===== src/rtl/run_ctrl_pkg.sv =====
// Shared types and constants for the run/display controller and its helpers.
package run_ctrl_pkg;

   typedef enum logic [2:0] {IDLE, ARM, RUN, SHOW, ERR} run_state_t;

   localparam int                DISP_W      = 24;
   localparam logic [DISP_W-1:0] ERR_PATTERN = 24'hEEEEEE;
   localparam logic [5:0]        DIGITS_ON   = 6'b111111;
   localparam logic [5:0]        DIGITS_OFF  = 6'b000000;

   function automatic logic [DISP_W-1:0] sat_inc(input logic [DISP_W-1:0] v);
      return (v == {DISP_W{1'b1}}) ? v : v + 1'b1;
   endfunction

endpackage


===== src/rtl/key_debouncer.sv =====
// Two-flop synchronizer plus down-counter debounce for an active-low key;
// emits a one-cycle pulse when the debounced level falls (press).
module key_debouncer #(
   parameter int DEBOUNCE_CYCLES = 500_000
) (
   input  logic clk,
   input  logic reset,
   input  logic key_n,
   output logic press_pulse
);

   localparam int              CNT_W    = $clog2(DEBOUNCE_CYCLES);
   localparam logic [CNT_W-1:0] CNT_LOAD = CNT_W'(DEBOUNCE_CYCLES - 1);

   logic [1:0]       sync_q;
   logic             level_q;
   logic [CNT_W-1:0] cnt_q;
   logic             key_s;

   assign key_s = sync_q[1];

   // Any sample equal to the accepted level restarts the run of differing samples.
   always_ff @(posedge clk or posedge reset) begin
      if (reset) begin
         sync_q      <= 2'b11;
         level_q     <= 1'b1;
         cnt_q       <= CNT_LOAD;
         press_pulse <= 1'b0;
      end else begin
         sync_q      <= {sync_q[0], key_n};
         press_pulse <= 1'b0;
         if (key_s == level_q) begin
            cnt_q <= CNT_LOAD;
         end else if (cnt_q == '0) begin
            level_q     <= key_s;
            cnt_q       <= CNT_LOAD;
            press_pulse <= level_q & ~key_s;
         end else begin
            cnt_q <= cnt_q - 1'b1;
         end
      end
   end

endmodule


===== src/rtl/run_display_controller.sv =====
// Push-button sequencer for one accelerator run: reset pulse, cycle count with
// timeout, result latch and six-digit display select.
//
//  state | meaning
//  IDLE  | after reset; DUT held in reset, display dark
//  ARM   | DUT held in reset for RST_CYCLES cycles
//  RUN   | DUT released, counting cycles until done or timeout
//  SHOW  | results latched, DUT left running to hold its outputs
//  ERR   | timed out; DUT back in reset, display shows EEEEEE
module run_display_controller
   import run_ctrl_pkg::*;
#(
   parameter int DEBOUNCE_CYCLES = 500_000,
   parameter int RST_CYCLES      = 16,
   parameter int TIMEOUT_CYCLES  = 2**20
) (
   input  logic              clk,
   input  logic              reset,
   input  logic              start_key_n,
   input  logic              page_sel,
   input  logic              dut_done,
   input  logic [DISP_W-1:0] dut_sum,
   input  logic [9:0]        dut_cycle,
   output logic              dut_reset_n,
   output logic              busy,
   output logic              timeout,
   output logic [DISP_W-1:0] disp_value,
   output logic [5:0]        disp_on,
   output logic              dut_cyc_mismatch
);

   localparam int               RST_W        = $clog2(RST_CYCLES + 1);
   localparam logic [RST_W-1:0] RST_LOAD     = RST_W'(RST_CYCLES - 1);
   localparam logic [DISP_W-1:0] TIMEOUT_LAST = DISP_W'(TIMEOUT_CYCLES - 1);

   run_state_t        state_q, state_d;
   logic              start_pulse;
   logic [RST_W-1:0]  rst_cnt_q;
   logic [DISP_W-1:0] run_cnt_q;
   logic [DISP_W-1:0] run_cnt_inc;
   logic [DISP_W-1:0] sum_q;
   logic [DISP_W-1:0] cycles_q;
   logic              mismatch_q;
   logic [DISP_W-1:0] disp_value_q;
   logic [5:0]        disp_on_q;
   logic              capture;

   key_debouncer #(
      .DEBOUNCE_CYCLES (DEBOUNCE_CYCLES)
   ) u_start_key (
      .clk         (clk),
      .reset       (reset),
      .key_n       (start_key_n),
      .press_pulse (start_pulse)
   );

   // run_cnt_q holds completed RUN cycles, so the current cycle's count is one more.
   assign run_cnt_inc = sat_inc(run_cnt_q);
   assign capture     = (state_q == RUN) && dut_done;

   always_ff @(posedge clk or posedge reset) begin
      if (reset) state_q <= IDLE;
      else       state_q <= state_d;
   end

   always_comb begin
      state_d = state_q;
      unique case (state_q)
         IDLE:    if (start_pulse) state_d = ARM;
         ARM:     if (rst_cnt_q == '0) state_d = RUN;
         RUN: begin
            if (dut_done)                        state_d = SHOW;
            else if (run_cnt_q == TIMEOUT_LAST)  state_d = ERR;
         end
         SHOW:    if (start_pulse) state_d = ARM;
         ERR:     if (start_pulse) state_d = ARM;
         default: state_d = IDLE;
      endcase
   end

   always_ff @(posedge clk or posedge reset) begin
      if (reset) begin
         rst_cnt_q  <= RST_LOAD;
         run_cnt_q  <= '0;
         sum_q      <= '0;
         cycles_q   <= '0;
         mismatch_q <= 1'b0;
      end else begin
         if (state_q != ARM)        rst_cnt_q <= RST_LOAD;
         else if (rst_cnt_q != '0)  rst_cnt_q <= rst_cnt_q - 1'b1;

         if (state_q == ARM)        run_cnt_q <= '0;
         else if (state_q == RUN)   run_cnt_q <= run_cnt_inc;

         if (capture) begin
            sum_q      <= dut_sum;
            cycles_q   <= run_cnt_inc;
            mismatch_q <= (run_cnt_inc[9:0] != dut_cycle);
         end
      end
   end

   always_ff @(posedge clk or posedge reset) begin
      if (reset) begin
         disp_value_q <= '0;
         disp_on_q    <= DIGITS_OFF;
      end else begin
         unique case (state_q)
            IDLE: begin
               disp_value_q <= '0;
               disp_on_q    <= DIGITS_OFF;
            end
            ERR: begin
               disp_value_q <= ERR_PATTERN;
               disp_on_q    <= DIGITS_ON;
            end
            default: begin
               disp_value_q <= page_sel ? cycles_q : sum_q;
               disp_on_q    <= DIGITS_ON;
            end
         endcase
      end
   end

   assign dut_reset_n      = (state_q == RUN) || (state_q == SHOW);
   assign busy             = (state_q == ARM) || (state_q == RUN);
   assign timeout          = (state_q == ERR);
   assign disp_value       = disp_value_q;
   assign disp_on          = disp_on_q;
   assign dut_cyc_mismatch = mismatch_q;

endmodule


===== config.mk =====
export PLATFORM = sky130hd
export DESIGN_NAME = run_display_controller
export DESIGN_NICKNAME = d
export VERILOG_FILES = /design/src/rtl/run_ctrl_pkg.sv /design/src/rtl/key_debouncer.sv /design/src/rtl/run_display_controller.sv
export SDC_FILE = /design/constraint.sdc
export NUM_CORES = 1
export LEC_CHECK = 0
export ABC_AREA = 1
export CAP_MARGIN = 20
export CORE_MARGIN = 2
export CORE_UTILIZATION = 35
export DETAILED_ROUTE_END_ITERATION = 12
export MAX_ROUTING_LAYER = met4
export PLACE_DENSITY = 0.65
export SLEW_MARGIN = 5
export SYNTH_ARGS = -nofsm -noshare
export SYNTH_HDL_FRONTEND = slang
export SYNTH_SLANG_ARGS = --single-unit

===== constraint.sdc =====
create_clock -name clk -period 3.9 [get_ports clk]
set_input_delay 0.39 -clock clk [delete_from_list [all_inputs] [get_ports clk]]
set_output_delay 0.39 -clock clk [all_outputs]
set_load 0.005 [all_outputs]

## After elaboration in Yosys (flattened, before gate mapping)

Index checks and enable logic that the tools add are counted.

- Bits in registers: 134
- Input port bits: 39
- Output and inout bits: 34
- Word-level logic and storage cells: 59

- $add $sub $neg: 3
- Eq/ne operators: 12
- Muxes and demuxes: 17
- Bitwise gates (word level): 3
- Reduce and logical (&&, ||, !) cells: 12

Operators by type and width:

| operator | count |
|---|---|
| 24-bit 2-to-1 mux | 4 |
| 24-bit case mux with 2 select lines | 1 |
| 19-bit 2-to-1 mux | 2 |
| 24-bit by 1-bit adder with 24-bit output (second input constant) | 1 |
| 24-bit by 20-bit equality test with 1-bit output (second input constant) | 1 |
| 24-bit equality test (second input constant) | 1 |
| 19-bit zero test | 1 |
| 19-bit by 1-bit subtractor with 19-bit output (second input constant) | 1 |
| 3-bit 2-to-1 mux | 4 |
| 5-bit 2-to-1 mux | 2 |
| 10-bit inequality test | 1 |
| 3-bit case mux with 3 select lines | 1 |
| 3-bit by 2-bit equality test with 1-bit output (second input constant) | 2 |
| 6-bit 2-to-1 mux | 1 |
| 5-bit zero test | 1 |
| 5-bit nonzero test | 1 |
| 5-bit by 1-bit subtractor with 5-bit output (second input constant) | 1 |
| 2-bit nonzero test | 2 |
| 3-bit by 1-bit equality test with 1-bit output (second input constant) | 1 |
| 3-bit equality test (second input constant) | 1 |
| 3-bit zero test | 1 |
| 3-bit by 1-bit inequality test with 1-bit output (second input constant) | 1 |
| 3-bit inequality test (second input constant) | 1 |
| 3-bit AND reduction | 1 |
| other kinds (10) | 13 |

## Depth between registers and ports, before layout

- Depth in word-level cells: 4
- Depth in mapped cells: 14
- Gate-level depth less buffers: 14

## Modules after synthesis

From an unflattened synthesis, not the netlist that was laid out.

- Cell total of the unflattened synthesis: 803
- Area total of the unflattened synthesis: 6444.9 µm²

By module, submodules not included:

| module | times used | cells an instance | area each (µm²) |
|---|---|---|---|
| run_display_controller | 1 | 632 | 5094.9 |
| key_debouncer | 1 | 171 | 1350.0 |

## Least setup slack after synthesis

OpenSTA, ideal clock, no wires.

- Kind: reg-to-reg
- Start: reg run_cnt_q[0]
- End: reg mismatch_q, in the netlist dut_cyc_mismatch
- Setup time: 0.117 ns
- Arrival: 1.708 ns
- Slack: 2.075 ns
- Stages on the path, launching flop included: 14
- Path buffers: 1
- Clock period less this slack: 1.825 ns
- Cell sequence: dfrtp_1 > ha_1 > nand2_2 > nor2_2 > nand2_2 > nor2_8 > nand2_4 > buf_6 > nand3_1 > nand2_1 > nor2_1 > nand3_1 > nor2_1 > nor2_1

- Longest elaborated chain between the ends: 3

Ends and longest elaborated chain:

| element | line | source |
|---|---|---|
| from (decl) | run_display_controller.sv:39 | `logic [DISP_W-1:0] run_cnt_q;` |
| from (signal assigned) | run_display_controller.sv:93 | `else if (state_q == RUN) run_cnt_q <= run_cnt_inc;` |
| 24-bit by 1-bit adder with 24-bit output / 24-bit equality test (equally long branches) | run_ctrl_pkg.sv:12 | `return (v == {DISP_W{1'b1}}) ? v : v + 1'b1;` |
| 24-bit 2-to-1 mux (*) | run_ctrl_pkg.sv:12 |  |
| 10-bit inequality test (*) | run_display_controller.sv:98 | `mismatch_q <= (run_cnt_inc[9:0] != dut_cycle);` |
| to (signal assigned) | run_display_controller.sv:98 |  |
| to (decl) | run_display_controller.sv:43 | `logic mismatch_q;` |

Every way passes the cells marked *; elsewhere a longest branch is shown, timed or not.
A chain may end at the register's enable or synchronous reset.

## Worst setup path after layout

- Start: reg state_q[0]
- End: out timeout

- Longest elaborated chain between the ends: 1

Ends and longest elaborated chain:

| element | line | source |
|---|---|---|
| from (decl) | run_display_controller.sv:36 | `run_state_t state_q, state_d;` |
| from (signal assigned) | run_display_controller.sv:63 | `else state_q <= state_d;` |
| 3-bit equality test | run_display_controller.sv:127 | `assign timeout = (state_q == ERR);` |
| to (decl) | run_display_controller.sv:26 | `output logic timeout,` |

Every way passes these cells.

==> results.py <==
metrics = {
    "status": {
        "status": "completed",
    },
    "timing": {
        "drv_slew": 0,
        "period_minus_slack_ns": 2.82,
        "worst_pin_slew_ns": 0.917,
        "fin_crit_sh": 0.722,
        "fin_skew_ns": 0.0107,
        "final_hold_viol_count": 0,
        "maxSlewHeadroom": 0.388,
        "setup-tns-final_ns": 0,
        "rsz0062_at_grt": "false",
        "setup_ws_ns": 1.08,
        "setup_viol": 0,
        "fmax_mhz": 355,
    },
    "detailed_routing": {
        "ant_nets": 0,
        "vias_per_cell": 4.79,
        "first_pass_iters": 5,
        "wl_per_cell_um": 14.0,
        "drtIter0Drc": 368,
        "routed_wl_um": 14900,
        "vias": 5097,
        "drc": 0,
    },
    "place": {
        "dp_slack_ns": 1.44,
        "dpl.hpwl_um": 10300,
        "portBuffers": 72,
        "place_inst": 1033,
        "gp_congestion": 0.877,
    },
    "setup_path": {
        "cpMaxStageDelayCell": "clkdlybuf4s50_1",
        "cp.required_ns": 3.51,
        "critPathTopFamily": "buffers and inverters",
        "rr_worst_depth": 7,
        "r2r-end": "cycles_q[5]$_DFFE_PP0P_",
        "start_kind": "flop",
        "cp_num_cells": 4,
        "cp.arrival_ns": 2.43,
        "startpoint": "state_q[0]$_DFFE_PP0P_",
        "critical_path.max_fanout": 21,
        "endpoint": "timeout",
        "rr_startpoint": "state_q[1]$_DFFE_PP0P_",
        "r2r_slack_ns": 1.47,
        "cp_cell_sequence": "nor2_1 -> inv_1 -> nor2_1 -> clkdlybuf4s50_1",
        "crit_type": "flop to primary output",
        "cp_common_cell": "nor2_1",
        "cp_slowest_stage_delay_ns": 0.53,
        "worstSetupEndpointType": "primary output",
        "critical_path_buf_inv_count": 2,
    },
    "die": {
        "fp-row-count": 48,
        "die_area_um2": 18700,
        "ios": 73,
        "die_w_um": 137,
        "die_y_um": 137,
        "initial_core_util": 0.357,
        "coreArea_um2": 17300,
    },
    "clocking": {
        "holdBufCountCts": 0,
        "cts_tree": "yes",
        "clock_path_buffers": 2,
        "cts_resized": 0,
        "cts.sinks": 129,
        "numCtsBuffers": 17,
        "htree_num_levels": 4,
        "insertion_delay_ns": 0.43,
        "root_buffer": "clkbuf_16",
        "post_cts_buffers": 0,
        "path_clk_slew_ns": 0.06,
    },
    "power": {
        "power.density_nw_per_um2": 414,
        "power_mw": 3.19,
        "leakage_nw": 3.62,
        "vdd_drop_max_mv": 0.296,
    },
    "synth": {
        "ys.flop_type": "dfrtp_1",
        "syn_area_um2": 6170,
        "async_reset_ff_frac": 1.00,
        "syn-instance-count": 758,
        "ys_types": 33,
        "ys_seq_elements": 129,
        "synth_area_per_cell_um2": 8.15,
        "synth_fp_nets": 803,
        "synth-edff-count": 0,
        "ys_warn_count": 0,
        "ys_seq_area_frac": 0.526,
    },
    "finish": {
        "final_cell_mix": "238 x nand2_1, 111 x dfrtp_1, 77 x nor2_1",
        "layout.nets": 872,
        "layout-drive-gt1-share": 0.108,
        "diodes": 0,
        "fin_util": 0.447,
        "layoutNonFillerInstCount": 1065,
        "layout_commonest_cell": "nand2_1",
        "area_growth_pct": 25.1,
        "fill_cells": 1746,
    },
    "grt": {
        "antenna_found_initial": 0,
        "grt_pass1_vias": 5023,
        "grt_use_total": 0.177,
        "grt_pass1_wl_um": 24900,
        "overflow": 0,
        "grt_max_degree": 61,
    },
    "run": {
        "max_cap_viol_count": 0,
    },
    "min_path": {
        "min_path_type": "input pin to asynchronous set/reset pin",
    },
}
## logic make-up after synthesis
| logic type | Yosys count | share of synthesized area |
|---|---|---|
| simple gates | 401 | 0.276 |
| compound gates | 98 | 0.0831 |
| buf+inv | 99 | 0.0673 |
| xor+xnor | 25 | 0.0355 |
| flops | 129 | 0.526 |
| fa+ha+maj | 6 | 0.0122 |
## layer usage
layer  global-route usage  share of wire  up-vias
met5                    -              0        -
met4               0.0556          0.012        0
met3               0.0433          0.048       19
met2                0.283           0.48      127
met1                0.224           0.46     2417
li1                     -              -     2534
## metrics by stage
step / instance area (um^2) / hold WS, ns
6_report: 7720 / 0.341
5_1_grt: 7720 / 0.356
4_1_cts: 7720 / 0.356
3_5_place_dp: 7100 / 0.347
3_3_place_gp: 7100 / 0.346
2_1_floorplan: 6170 / 0.345
## cell usage after synthesis (3+ instances only)
cell      instances  share of area
o21ai_1          12         0.0097
o22ai_1           8         0.0081
inv_2             4         0.0024
nor2_2            5         0.0051
or2_2             6         0.0061
nand3b_1          3         0.0036
xor2_1           17          0.024
buf_2             8         0.0065
ha_1              6          0.012
xnor2_1           8          0.011
a21oi_1          15          0.012
o21ai_0          58          0.047
buf_4             5         0.0061
inv_1            67          0.041
nand2_2          13          0.013
dfrtp_1         111           0.45
dfstp_2          18          0.077
clkbuf_1         13         0.0079
nor2_1           78          0.047
nand2_1         238           0.14
nor3_1            8         0.0065
nand4_1           7         0.0071
nand3_1          36          0.029
## how the worst min path moves through the flow
stage / depth (start not counted) / end / slack (ns)
2_1_floorplan: 0 / u_start_key.sync_q[1]$_DFF_PP1_ / 0.35
3_3_place_gp: 0 / u_start_key.sync_q[1]$_DFF_PP1_ / 0.35
3_5_place_dp: 0 / u_start_key.sync_q[1]$_DFF_PP1_ / 0.35
4_1_cts: 2 / dut_cyc_mismatch$_DFFE_PP0P_ / 0.36
5_1_grt: 1 / u_start_key.sync_q[0]$_DFF_PP1_ / 0.36
6_report: 2 / dut_cyc_mismatch$_DFFE_PP0P_ / 0.34
## flip-flops by register name, summed over array words and instances (netlist names)
signal,flops
cycles_q,24
u_start_key.level_q,1
rst_cnt_q,5
dut_cyc_mismatch,1
state_q,3
u_start_key.sync_q,2
run_cnt_q,24
sum_q,24
disp_on,1
u_start_key.cnt_q,19
u_start_key.press_pulse,1
disp_value,24
## report_power, final
part,internal (mW),total (mW),switching (mW)
logic,0.0559,0.123,0.0675
clock network,1.09,1.69,0.607
registers,1.37,1.38,0.0127
## final cells by class
type                    count  area (um^2)  area share
multi-input cells         530         2520       0.326
inverters                  71          269      0.0348
well taps                 225          282      0.0364
clock inverters            13          185      0.0240
clock buffers              19          443      0.0573
repair buffers             78          778       0.101
flip-flops and latches    129         3250       0.421
No activity file was read; power rests on OpenSTA's default activity.
